==> src/rtl/analog_status_pkg.sv <==
// Shared address map, edge-mode encoding and APB helpers for the analog status monitor.
package analog_status_pkg;

    localparam logic [11:0] MASK_BASE    = 12'h000;
    localparam logic [11:0] PEND_BASE    = 12'h010;
    localparam logic [11:0] CTRL_ADDR    = 12'h020;
    localparam logic [11:0] SUMMARY_ADDR = 12'h024;
    localparam logic [11:0] RAW_ADDR     = 12'h028;
    localparam int unsigned CTRL_W       = 3;

    typedef enum logic [1:0] {
        EDGE_ANY  = 2'd0,
        EDGE_RISE = 2'd1,
        EDGE_FALL = 2'd2,
        EDGE_NONE = 2'd3
    } edge_mode_e;

    typedef enum logic [2:0] {
        SEL_ERR,
        SEL_MASK,
        SEL_PEND,
        SEL_CTRL,
        SEL_SUM,
        SEL_RAW
    } reg_sel_e;

    function automatic logic [31:0] byte_mask(input logic [3:0] strb);
        return {{8{strb[3]}}, {8{strb[2]}}, {8{strb[1]}}, {8{strb[0]}}};
    endfunction

endpackage

==> src/rtl/status_edge_detect.sv <==
// Per-word transition detector: remembers the previous status word and reports
// edges of the selected polarity. The first cycle after reset only primes.
module status_edge_detect
    import analog_status_pkg::*;
#(
    parameter int unsigned WORD_W = 32
) (
    input  logic              clk_in,
    input  logic              reset_n,
    input  logic [WORD_W-1:0] status_i,
    input  edge_mode_e        mode_i,
    output logic [WORD_W-1:0] edges_o
);

    logic [WORD_W-1:0] prev_q;
    logic              prime_q;
    logic [WORD_W-1:0] rise;
    logic [WORD_W-1:0] fall;

    always_ff @(posedge clk_in or negedge reset_n) begin
        if (!reset_n) begin
            prev_q  <= '0;
            prime_q <= 1'b0;
        end else begin
            prev_q  <= status_i;
            prime_q <= 1'b1;
        end
    end

    always_comb begin
        rise    = status_i & ~prev_q;
        fall    = ~status_i & prev_q;
        edges_o = '0;
        if (prime_q) begin
            unique case (mode_i)
                EDGE_ANY:  edges_o = rise | fall;
                EDGE_RISE: edges_o = rise;
                EDGE_FALL: edges_o = fall;
                EDGE_NONE: edges_o = '0;
            endcase
        end
    end

endmodule

==> src/rtl/analog_status_monitor.sv <==
// Analog status event monitor: masked sticky edge flags per status word, level
// interrupt, and a registered two-cycle APB slave for configuration and W1C.
module analog_status_monitor
    import analog_status_pkg::*;
#(
    parameter int unsigned NUM_WORDS = 4,
    parameter int unsigned WORD_W    = 32
) (
    input  logic                        clk_in,
    input  logic                        reset_n,
    input  logic [11:0]                 PADDR,
    input  logic                        PENABLE,
    input  logic                        PSEL,
    input  logic [3:0]                  PSTRB,
    input  logic [31:0]                 PWDATA,
    input  logic                        PWRITE,
    output logic [31:0]                 PRDATA,
    output logic                        PREADY,
    output logic                        PSLVERR,
    input  logic [NUM_WORDS*WORD_W-1:0] status_i,
    output logic                        irq_o
);

    logic [WORD_W-1:0] mask_q [NUM_WORDS];
    logic [WORD_W-1:0] mask_d [NUM_WORDS];
    logic [WORD_W-1:0] pend_q [NUM_WORDS];
    logic [WORD_W-1:0] pend_d [NUM_WORDS];
    logic [WORD_W-1:0] edges  [NUM_WORDS];
    logic [WORD_W-1:0] status_w [NUM_WORDS];
    logic [CTRL_W-1:0] ctrl_q, ctrl_d;
    logic [31:0]       prdata_q, prdata_d;
    logic              pready_q, pready_d;
    logic              pslverr_q, pslverr_d;
    logic              irq_q, irq_d;

    logic [NUM_WORDS-1:0] summary;
    logic [NUM_WORDS-1:0] raw;
    logic [1:0]           widx;
    reg_sel_e             sel;
    logic                 access;
    logic                 err;
    logic                 wr;
    logic [31:0]          bm;
    logic [WORD_W-1:0]    w1c;
    logic [31:0]          rdata;
    logic                 unused_penable;

    // PENABLE plays no part: the handshake is keyed off PSEL alone.
    assign unused_penable = PENABLE;

    for (genvar g = 0; g < NUM_WORDS; g++) begin : g_word
        assign status_w[g] = status_i[g*WORD_W +: WORD_W];

        status_edge_detect #(
            .WORD_W(WORD_W)
        ) u_edge (
            .clk_in  (clk_in),
            .reset_n (reset_n),
            .status_i(status_w[g]),
            .mode_i  (edge_mode_e'(ctrl_q[2:1])),
            .edges_o (edges[g])
        );
    end

    always_comb begin
        widx = PADDR[3:2];
        sel  = SEL_ERR;
        if (PADDR[1:0] == 2'b00) begin
            if (PADDR[11:4] == MASK_BASE[11:4])
                sel = (32'(widx) < NUM_WORDS) ? SEL_MASK : SEL_ERR;
            else if (PADDR[11:4] == PEND_BASE[11:4])
                sel = (32'(widx) < NUM_WORDS) ? SEL_PEND : SEL_ERR;
            else if (PADDR == CTRL_ADDR)
                sel = SEL_CTRL;
            else if (PADDR == SUMMARY_ADDR)
                sel = SEL_SUM;
            else if (PADDR == RAW_ADDR)
                sel = SEL_RAW;
        end
    end

    always_comb begin
        // A transfer is accepted only on the first PSEL cycle; the ready cycle never re-accepts.
        access    = PSEL & ~pready_q;
        err       = (sel == SEL_ERR) | (PWRITE & ((sel == SEL_SUM) | (sel == SEL_RAW)));
        wr        = access & PWRITE & ~err;
        bm        = byte_mask(PSTRB);
        mask_d    = mask_q;
        ctrl_d    = ctrl_q;
        prdata_d  = prdata_q;
        pready_d  = access;
        pslverr_d = access & err;
        summary   = '0;
        raw       = '0;
        rdata     = '0;

        for (int unsigned i = 0; i < NUM_WORDS; i++) begin
            w1c = '0;
            if (wr && sel == SEL_PEND && 32'(widx) == i)
                w1c = WORD_W'(PWDATA & bm);
            // Set wins: a same-cycle event re-asserts a bit being cleared.
            pend_d[i] = (pend_q[i] & ~w1c) | (edges[i] & mask_q[i]);
            if (wr && sel == SEL_MASK && 32'(widx) == i)
                mask_d[i] = (mask_q[i] & ~WORD_W'(bm)) | WORD_W'(PWDATA & bm);
            summary[i] = |pend_q[i];
            raw[i]     = |(status_w[i] & mask_q[i]);
            if (32'(widx) == i) begin
                if (sel == SEL_MASK) rdata = 32'(mask_q[i]);
                if (sel == SEL_PEND) rdata = 32'(pend_q[i]);
            end
        end

        if (wr && sel == SEL_CTRL && PSTRB[0])
            ctrl_d = PWDATA[CTRL_W-1:0];

        if (sel == SEL_CTRL) rdata = 32'(ctrl_q);
        if (sel == SEL_SUM)  rdata = 32'(summary);
        if (sel == SEL_RAW)  rdata = 32'(raw);

        if (access && !err && !PWRITE)
            prdata_d = rdata;

        irq_d = ctrl_q[0] & (|summary);
    end

    always_ff @(posedge clk_in or negedge reset_n) begin
        if (!reset_n) begin
            for (int unsigned i = 0; i < NUM_WORDS; i++) begin
                mask_q[i] <= '0;
                pend_q[i] <= '0;
            end
            ctrl_q    <= '0;
            prdata_q  <= '0;
            pready_q  <= 1'b0;
            pslverr_q <= 1'b0;
            irq_q     <= 1'b0;
        end else begin
            mask_q    <= mask_d;
            pend_q    <= pend_d;
            ctrl_q    <= ctrl_d;
            prdata_q  <= prdata_d;
            pready_q  <= pready_d;
            pslverr_q <= pslverr_d;
            irq_q     <= irq_d;
        end
    end

    assign PRDATA  = prdata_q;
    assign PREADY  = pready_q;
    assign PSLVERR = pslverr_q;
    assign irq_o   = irq_q;

endmodule

==> config.mk <==
export PLATFORM = sky130hd
export DESIGN_NAME = analog_status_monitor
export DESIGN_NICKNAME = d
export VERILOG_FILES = /design/src/rtl/analog_status_pkg.sv /design/src/rtl/status_edge_detect.sv /design/src/rtl/analog_status_monitor.sv
export SDC_FILE = /design/constraint.sdc
export NUM_CORES = 1
export LEC_CHECK = 0
export ABC_CLOCK_PERIOD_IN_PS = 2200
export CAP_MARGIN = 20
export CORE_UTILIZATION = 40
export DETAILED_ROUTE_END_ITERATION = 8
export SETUP_SLACK_MARGIN = 0.3
export SLEW_MARGIN = 20
export SYNTH_ARGS = -nofsm -noshare
export SYNTH_HDL_FRONTEND = slang
export SYNTH_SLANG_ARGS = --single-unit
==> constraint.sdc <==
create_clock -name clk_in -period 2.2 [get_ports clk_in]
set_clock_uncertainty 0.1 [all_clocks]
set_input_delay 0.44 -clock clk_in [delete_from_list [all_inputs] [get_ports clk_in]]
set_output_delay 0.44 -clock clk_in [all_outputs]
set_load 0.1 [all_outputs]
; Yosys cells after proc, flatten, opt, wreduce, memory -nomap -nowiden
; Index checks and enable logic that the tools add are counted.
[totals]
register_bits = 423
in_bits = 181
out_inout_bits = 35
elab_cells = 156
[classes]
n_eq_ne = 15
mux = 33
n_bitwise = 60
reduce_logical = 30
[op_table]
columns = op, n
row1 = AND 32 bit, 25
row2 = 2-to-1 mux 32 bit, 23
row3 = one-hot mux 32 bit (4 select lines), 4
row4 = NOT 32 bit, 13
row5 = OR 32 bit, 12
row6 = OR reduction 32 bit, 8
row7 = OR reduction 128 bit, 1
row8 = "equality test 12 x 6 -> 1 bit, second input constant", 3
row9 = 2-to-1 mux 3 bit, 6
row10 = logical AND 1 bit, 14
row11 = "equality test 2 bit, second input constant", 4
row12 = "equality test 8 x 1 -> 1 bit, second input constant", 1
row13 = logical NOT 8 bit, 1
row14 = AND 1 bit, 6
row15 = "equality test 3 x 2 -> 1 bit, second input constant", 2
row16 = "equality test 3 bit, second input constant", 2
row17 = logical NOT 2 bit, 3
row18 = "equality test 2 x 1 -> 1 bit, second input constant", 2
row19 = "equality test 3 x 1 -> 1 bit, second input constant", 1
row20 = logical NOT 3 bit, 1
row21 = logical NOT 1 bit, 2
row22 = NOT 1 bit, 2
row23 = OR 1 bit, 2

; Depth between registers and ports, before layout
; Gate-level depths: netlist of the first run.
[depth]
depth_word = 23
ltp_mapped = 8
mapped_depth_nobuf = 7

; Hierarchy
; From an unflattened synthesis of the first run, not the netlist that was laid out.
[hier_totals]
cells_unflattened = 2592
hier_area_um2 = 28122.0
[by_module_without_submodules]
columns = mod, instances, cells_each, area_each_um2, seq_area_each_um2
row1 = analog_status_monitor, 1, 1356, 14799.2, 7357.1
row2 = status_edge_detect, 4, 309, 3330.7, 825.8

; Least setup slack after synthesis of the first run
; OpenSTA, ideal clock, no wires.
[synth_timing]
kind = register -> register
startpoint = register pready_q, in the netlist PREADY
endpoint = register ctrl_q[1]
setup_ns = 0.125
t_arrival_ns = 2.256
required_time_ns = 1.975
path_slack_ns = -0.281
stages_incl_launch_ff = 7
n_path_buf = 0
synth_period_minus_slack_ns = 2.481
path_cell_list = dfrtp_1 nand2b_1 inv_1 and2_1 nand2_1 nor3_1 mux2_2
[synth_via]
elab_chain_cells = 6
[synth_lines]
columns = item, line_no
row1 = start: declaration, analog_status_monitor.sv:32  ; logic pready_q, pready_d;
row2 = start signal: assignment, analog_status_monitor.sv:142  ; pready_q <= pready_d;
row3 = NOT 1 bit, analog_status_monitor.sv:84  ; access = PSEL & ~pready_q;
row4 = AND 1 bit, analog_status_monitor.sv:84
row5 = via access, analog_status_monitor.sv:40  ; logic access;
row6 = AND 1 bit (2 in a row), analog_status_monitor.sv:86  ; wr = access & PWRITE & ~err;
row7 = logical AND 1 bit (2 in a row), analog_status_monitor.sv:113  ; if (wr && sel == SEL_CTRL && PSTRB[0])
row8 = end signal: assignment, analog_status_monitor.sv:140  ; ctrl_q <= ctrl_d;
row9 = end: declaration, analog_status_monitor.sv:30  ; logic [CTRL_W-1:0] ctrl_q, ctrl_d;
; The timed path passes the listed nets, and every way through them passes these cells.
; A chain may end at the register's enable or synchronous reset.

==> results.json, run 1 <==
{
  "status": "completed",
  "final_common_cell": "dfrtp_1",
  "seq_power_share": 0.418,
  "synth_async_sr_flop_share": 1.00,
  "syn_inst": 2494,
  "dp.cells": 3771,
  "dieWidth_um": 251,
  "endpoint_kind": "register",
  "place.gp.congestion": 1.04,
  "cp_max_fo": 8,
  "crit_buf_inv": 4,
  "layoutNonFillerInstCount": 3908,
  "placed_area_um2": 31600,
  "start_util": 0.404,
  "fin_crit_ns": 2.11,
  "routed_wl_um": 110000,
  "rows": 91,
  "wl_per_cell_um": 28.2,
  "antenna_found_initial": 2,
  "dr.pass1.iters": 5,
  "final_hold_viol_count": 0,
  "grt_usage": 0.348,
  "p_leak_nw": 16.3,
  "vias_per_cell": 5.93,
  "synth_seq_cells": 423,
  "fillCellCount": 5263,
  "root_buffer": "clkbuf_16",
  "finalSetupViolCount": 0,
  "mostFrequentLayoutCells": "389 x dfrtp_1, 327 x inv_1, 313 x buf_4",
  "hp-class": "primary input to asynchronous set/reset pin",
  "dr.first_iter.drc_count": 2634,
  "place_ws_ns": -0.874,
  "synth_top_area_cell": "dfrtp_1",
  "pwr_density_cell_nw_per_um2": 551,
  "clock-sinks": 423,
  "synth_nets": 2931,
  "crit_arrival_ns": 2.50,
  "switching_power_w": 0.00530,
  "numPortBuffers": 214,
  "power_frac_clock": 0.436,
  "synth_ff_type": "dfrtp_1",
  "clk_pin_slew_ns": 0.06,
  "clk-insertion-delay-late_ns": 0.62,
  "p_sw_frac": 0.275,
  "clock.fmax_mhz": 474,
  "gr-total-overflow": 0,
  "post-route-drc-count": 0,
  "r2r_cells": 9,
  "cp_data_required_time_ns": 2.59,
  "die_area_um2": 63200,
  "timing.slew.headroom": 0.549,
  "path_depth": 9,
  "crit_path_cell_trace": "nand2b_4 > inv_4 > and2_4 > buf_8 > and3_4 > buf_6 > buf_16 > nand3_1 > a32o_1",
  "maxSlewViolCount": 0,
  "synth.top_cell.area_share": 0.426,
  "nets": 3467,
  "slowest_delay_ns": 0.47,
  "fin_total_pwr_w": 0.0193,
  "setup_slack_ns": 0.0918,
  "path_delay_family": "simple AND/OR/NAND/NOR gates",
  "die_height_um": 251,
  "fin_area_um2": 34900,
  "ioPinCount": 216,
  "start_kind": "register",
  "synth-edff-count": 0,
  "cts.path.max_buffers": 3,
  "criticalPathCategory": "register to register",
  "grt_max_degree": 65,
  "p_comb_frac": 0.146,
  "final_antenna_net_count": 0,
  "syn-cell-area_um2": 24900,
  "num_vias": 23200,
  "holdWs_ns": 0.270,
  "area_growth_syn_to_layout_pct": 40.5,
  "cts_tree": "done",
  "seq_area_frac_synth": 0.426,
  "period_share": 0.958,
  "p_int_w": 0.0140,
  "cts_inserted_buffers": 49,
  "cts_htree_levels": 2,
  "worst_pin_slew_ns": 0.670,
  "grt_pass1_wl_um": 160000,
  "rsz0062_at_grt": "true",
  "core_um2": 61600,
  "drv_cap": 0,
  "irDropWorstVdd_uv": 527,
  "synthTopCellsByArea": "dfrtp_1 43%, ha_1 13%, a32o_1 5.4%, inv_1 4.9%, mux2_1 3.9%",
  "dp_hpwl_um": 81300,
  "avgSynthCellArea_um2": 9.97,
  "yosysWarnings": 0,
  "grt_pass1_vias": 23200,
  "crit_slowest_cell": "dfrtp_4",
  "synthDistinctLibCells": 58,
  "drive_above_1_share": 0.291
}
cell type report:
type	count	area [um2]	share of cell area
multi-input cells	1608	14000	0.400
flip-flops and latches	423	10600	0.304
repair buffers	620	6400	0.183
clock buffers	73	1490	0.0425
inverters	328	1230	0.0353
well taps	837	1050	0.0300
clock inverters	18	150	0.00430
diodes	1	2.50	0.0000716
power groups by stage:
| stage | Sequential [W] | Clock (W) | Combinational, W |
|---|---|---|---|
| 2_1_floorplan | 0.00824 | 0 | 0.000851 |
| 3_3_place_gp | 0.00818 | 0 | 0.00259 |
| 3_5_place_dp | 0.00819 | 0 | 0.00268 |
| 4_1_cts | 0.00805 | 0.00846 | 0.00275 |
| 5_1_grt | 0.00806 | 0.00877 | 0.00303 |
| 6_report | 0.00805 | 0.00840 | 0.00282 |
worst register-to-register path, cell delays in order (launching register included):
cell	delay [ns]
dfrtp_4	0.47
nand2b_4	0.16
inv_4	0.07
and2_4	0.20
buf_8	0.15
and3_4	0.26
buf_6	0.13
buf_16	0.14
nand3_1	0.09
a32o_1	0.24
synthesized netlist by cell type (9+ instances only):
cell type    n
a21oi_1     83
a221oi_1    28
a22o_1      16
a22oi_1     48
a32o_1     135
buf_1       16
buf_2       11
clkbuf_1   106
dfrtp_1    423
ha_1       256
inv_1      328
mux2_1      87
mux2_2      48
mux2i_1     81
mux4_2      14
nand2_1    210
nand3_1    134
nand4_1     29
nor2_1     108
nor2_2       9
nor2_4       9
nor3_1      10
nor4_1      37
o21a_1      15
o21ai_0    146
o21ai_2      9
o221ai_1    16
o22ai_1     16
timing repair:
item	4_1_cts	5_1_grt
cloned	7	3
setup buffers	27	7
endpoints found under the setup margin	306	305
endpoints found under the hold margin	34	0
gates resized for setup	185	135
hold buffers	1	0
pin swaps	68	72
stage by stage:
| stage | util | setup TNS (ns) |
|---|---|---|
| floorplan | - | -5.33 |
| global placement | 0.513 | -182.87 |
| detailed placement | 0.513 | -189.85 |
| CTS | 0.556 | 0 |
| global route | 0.567 | 0 |
| finish | 0.567 | 0 |
layer usage:
| layer | track usage | up-vias | wire, um |
|---|---|---|---|
| li1 | - | 9960 | - |
| met1 | 0.481 | 11700 | 45900 |
| met2 | 0.517 | 1255 | 47000 |
| met3 | 0.0691 | 268 | 10400 |
| met4 | 0.180 | 0 | 6940 |
| met5 | 0 | - | 0 |
worst paths after layout:
path                          startpoint                           to  slack [ns]
hold / removal                   reset_n  g_word[3].u_edge.prev_q[30]        0.27
hold reg to reg               PRDATA[29]                   PRDATA[29]        0.43
setup / recovery                  PREADY                  pend_q[101]        0.09
min in group clk_in        status_i[123]  g_word[3].u_edge.prev_q[27]        0.28
max in group asynchronous        reset_n     g_word[3].u_edge.prime_q        0.87
setup reg to reg                  PREADY                  pend_q[101]        0.09
cell families (layout without fill, tap and decap cells):
family	after synthesis	count (layout)	synth area share
compound gates	550	550	0.159
fa+ha+maj	257	257	0.129
buf+inv	463	1039	0.0708
flops	423	423	0.426
mux	230	230	0.106
other cells	1	2	0.000151
simple gates	570	570	0.109
(Power assumes the default switching activity.)
==> run 2: changes to the inputs <==
--- a/config.mk
+++ b/config.mk
@@ -9,6 +9,7 @@
 export CAP_MARGIN = 20
 export CORE_UTILIZATION = 40
 export DETAILED_ROUTE_END_ITERATION = 8
+export DONT_BUFFER_PORTS = 1
 export SETUP_SLACK_MARGIN = 0.3
 export SLEW_MARGIN = 20
 export SYNTH_ARGS = -nofsm -noshare
==> run 2 against run 1 <==
Compared with the run above: the flow now finishes with violations (negative hold slack); critical endpoint is now pend_q[106]; design area shrank 6.9%; global-route usage shrank 1.7 points; highest routed layer unchanged; total power shrank 0.53%; utilization shrank 3.9 points; largest cell class unchanged; sequential power is essentially flat; cell count shrank 6.1%; hold slack lost 0.81 ns.
==> results.json, run 2 (synthesis results as in run 1) <==
{
  "violations": "negative hold slack",
  "wl_per_cell_um": 29.2,
  "r2r_cells": 7,
  "maxSlewViolCount": 0,
  "cts.path.max_buffers": 3,
  "irDropWorstVdd_uv": 535,
  "holdWs_ns": -0.542,
  "final_antenna_net_count": 0,
  "multi_input_area_um2": 13700,
  "core_um2": 61600,
  "worst_pin_slew_ns": 1.45,
  "clock.fmax_mhz": 499,
  "post-route-drc-count": 0,
  "start_util": 0.404,
  "criticalPathCategory": "register to register",
  "routed_wl_um": 107000,
  "final_common_cell": "dfrtp_1",
  "clock-sinks": 423,
  "reg2reg_slack_ns": 0.20,
  "dp_hpwl_um": 73300,
  "numPortBuffers": 0,
  "dr.pass1.iters": 6,
  "grt_pass1_vias": 21800,
  "status": "finished, violations left",
  "finalSetupViolCount": 0,
  "hp-class": "primary input to asynchronous set/reset pin",
  "drive_above_1_share": 0.225,
  "fin_crit_ns": 2.00,
  "grt_max_degree": 424,
  "place_ws_ns": -0.300,
  "r2r-start": "PREADY",
  "num_vias": 22200,
  "cts_inserted_buffers": 51,
  "area_growth_syn_to_layout_pct": 30.9,
  "ioPinCount": 216,
  "cts_htree_levels": 2,
  "final_hold_viol_count": 479,
  "mostFrequentLayoutCells": "397 x dfrtp_1, 327 x inv_1, 256 x ha_1",
  "root_buffer": "clkbuf_16",
  "die_height_um": 251,
  "rsz0062_at_grt": "true",
  "cp_data_required_time_ns": 2.56,
  "clk_pin_slew_ns": 0.06,
  "rows": 91,
  "dr.first_iter.drc_count": 2583,
  "nets": 3227,
  "p_leak_nw": 15.0,
  "antenna_found_initial": 4,
  "dieWidth_um": 251,
  "endpoint_kind": "register",
  "gr-total-overflow": 0,
  "timing.slew.headroom": 0.0316,
  "pwr_density_cell_nw_per_um2": 589,
  "cp_max_fo": 16,
  "die_area_um2": 63200,
  "period_share": 0.911,
  "crit_arrival_ns": 2.36,
  "grt_pass1_wl_um": 152000,
  "rr_endpoint": "pend_q[106]",
  "cts_tree": "done",
  "seqCellArea_um2": 10600,
  "fillCellCount": 5327,
  "vias_per_cell": 6.06,
  "critPathLaunch": "PREADY",
  "place.gp.congestion": 0.973,
  "drv_cap": 0,
  "setup_slack_ns": 0.197,
  "grt_usage": 0.331,
  "start_kind": "register",
  "clk-insertion-delay-late_ns": 0.60
}
==> run 2: how the worst max path moves through the flow <==
stage / endpoint / slack, ns
detailed placement: PRDATA[25] / -0.30
global route: pend_q[11] / 0.17
finish: pend_q[106] / 0.20
global placement: PRDATA[22] / -0.27
floorplan: PRDATA[27] / -0.08
CTS: register / 0.25
==> run 2: per-layer routing <==
| metal | track usage | routed length (um) | share of wire |
|---|---|---|---|
| met1 | 0.454 | 44000 | 0.41 |
| met2 | 0.493 | 46600 | 0.43 |
| met3 | 0.0765 | 11000 | 0.10 |
| met4 | 0.156 | 5490 | 0.051 |
| met5 | 0 | 0 | 0 |
==> run 2: worst max-delay path, stage by stage (launching register included) <==
cell and delay [ns]:
dfrtp_4 0.47, nand2b_4 0.16, inv_2 0.07, and2_4 0.25, and3_4 0.28, clkbuf_16 0.20
nand3_1 0.09, a32o_1 0.26
==> run 2: where the power goes <==
part / switching, W / internal, W / leakage (nW)
Clock: 0.00360 / 0.00565 / 0.905
Combinational: 0.00114 / 0.000746 / 8.56
Sequential: 0.000107 / 0.00794 / 5.54
==> run 2: final cells by class <==
type | instances | share of cell area
multi-input cells | 1608 | 0.422
flip-flops and latches | 423 | 0.327
repair buffers | 378 | 0.125
clock buffers | 69 | 0.0466
inverters | 328 | 0.0378
well taps | 837 | 0.0322
clock inverters | 25 | 0.00988
diodes | 3 | 0.000231
==> run 2: metrics by stage <==
stage | cells | utilization | instance area [um2] | power (W) | setup TNS [ns]
global route | 3669 | 0.528 | 32500 | 0.0197 | 0
detailed placement | 3375 | 0.451 | 27800 | 0.00949 | -27.67
global placement | 3375 | 0.451 | 27800 | 0.00939 | -24.83
CTS | 3643 | 0.518 | 31900 | 0.0191 | 0
floorplan | 2494 | - | 25500 | 0.00910 | -5.33
finish | 3671 | 0.528 | 32600 | 0.0192 | 0
==> run 2: repair_timing <==
item,CTS,global route
resized for setup,99,75
pin swaps,75,56
endpoints found under the setup margin,268,240
hold buffers,156,4
gates cloned,4,7
endpoints found under the hold margin,813,511
buffers inserted,14,14
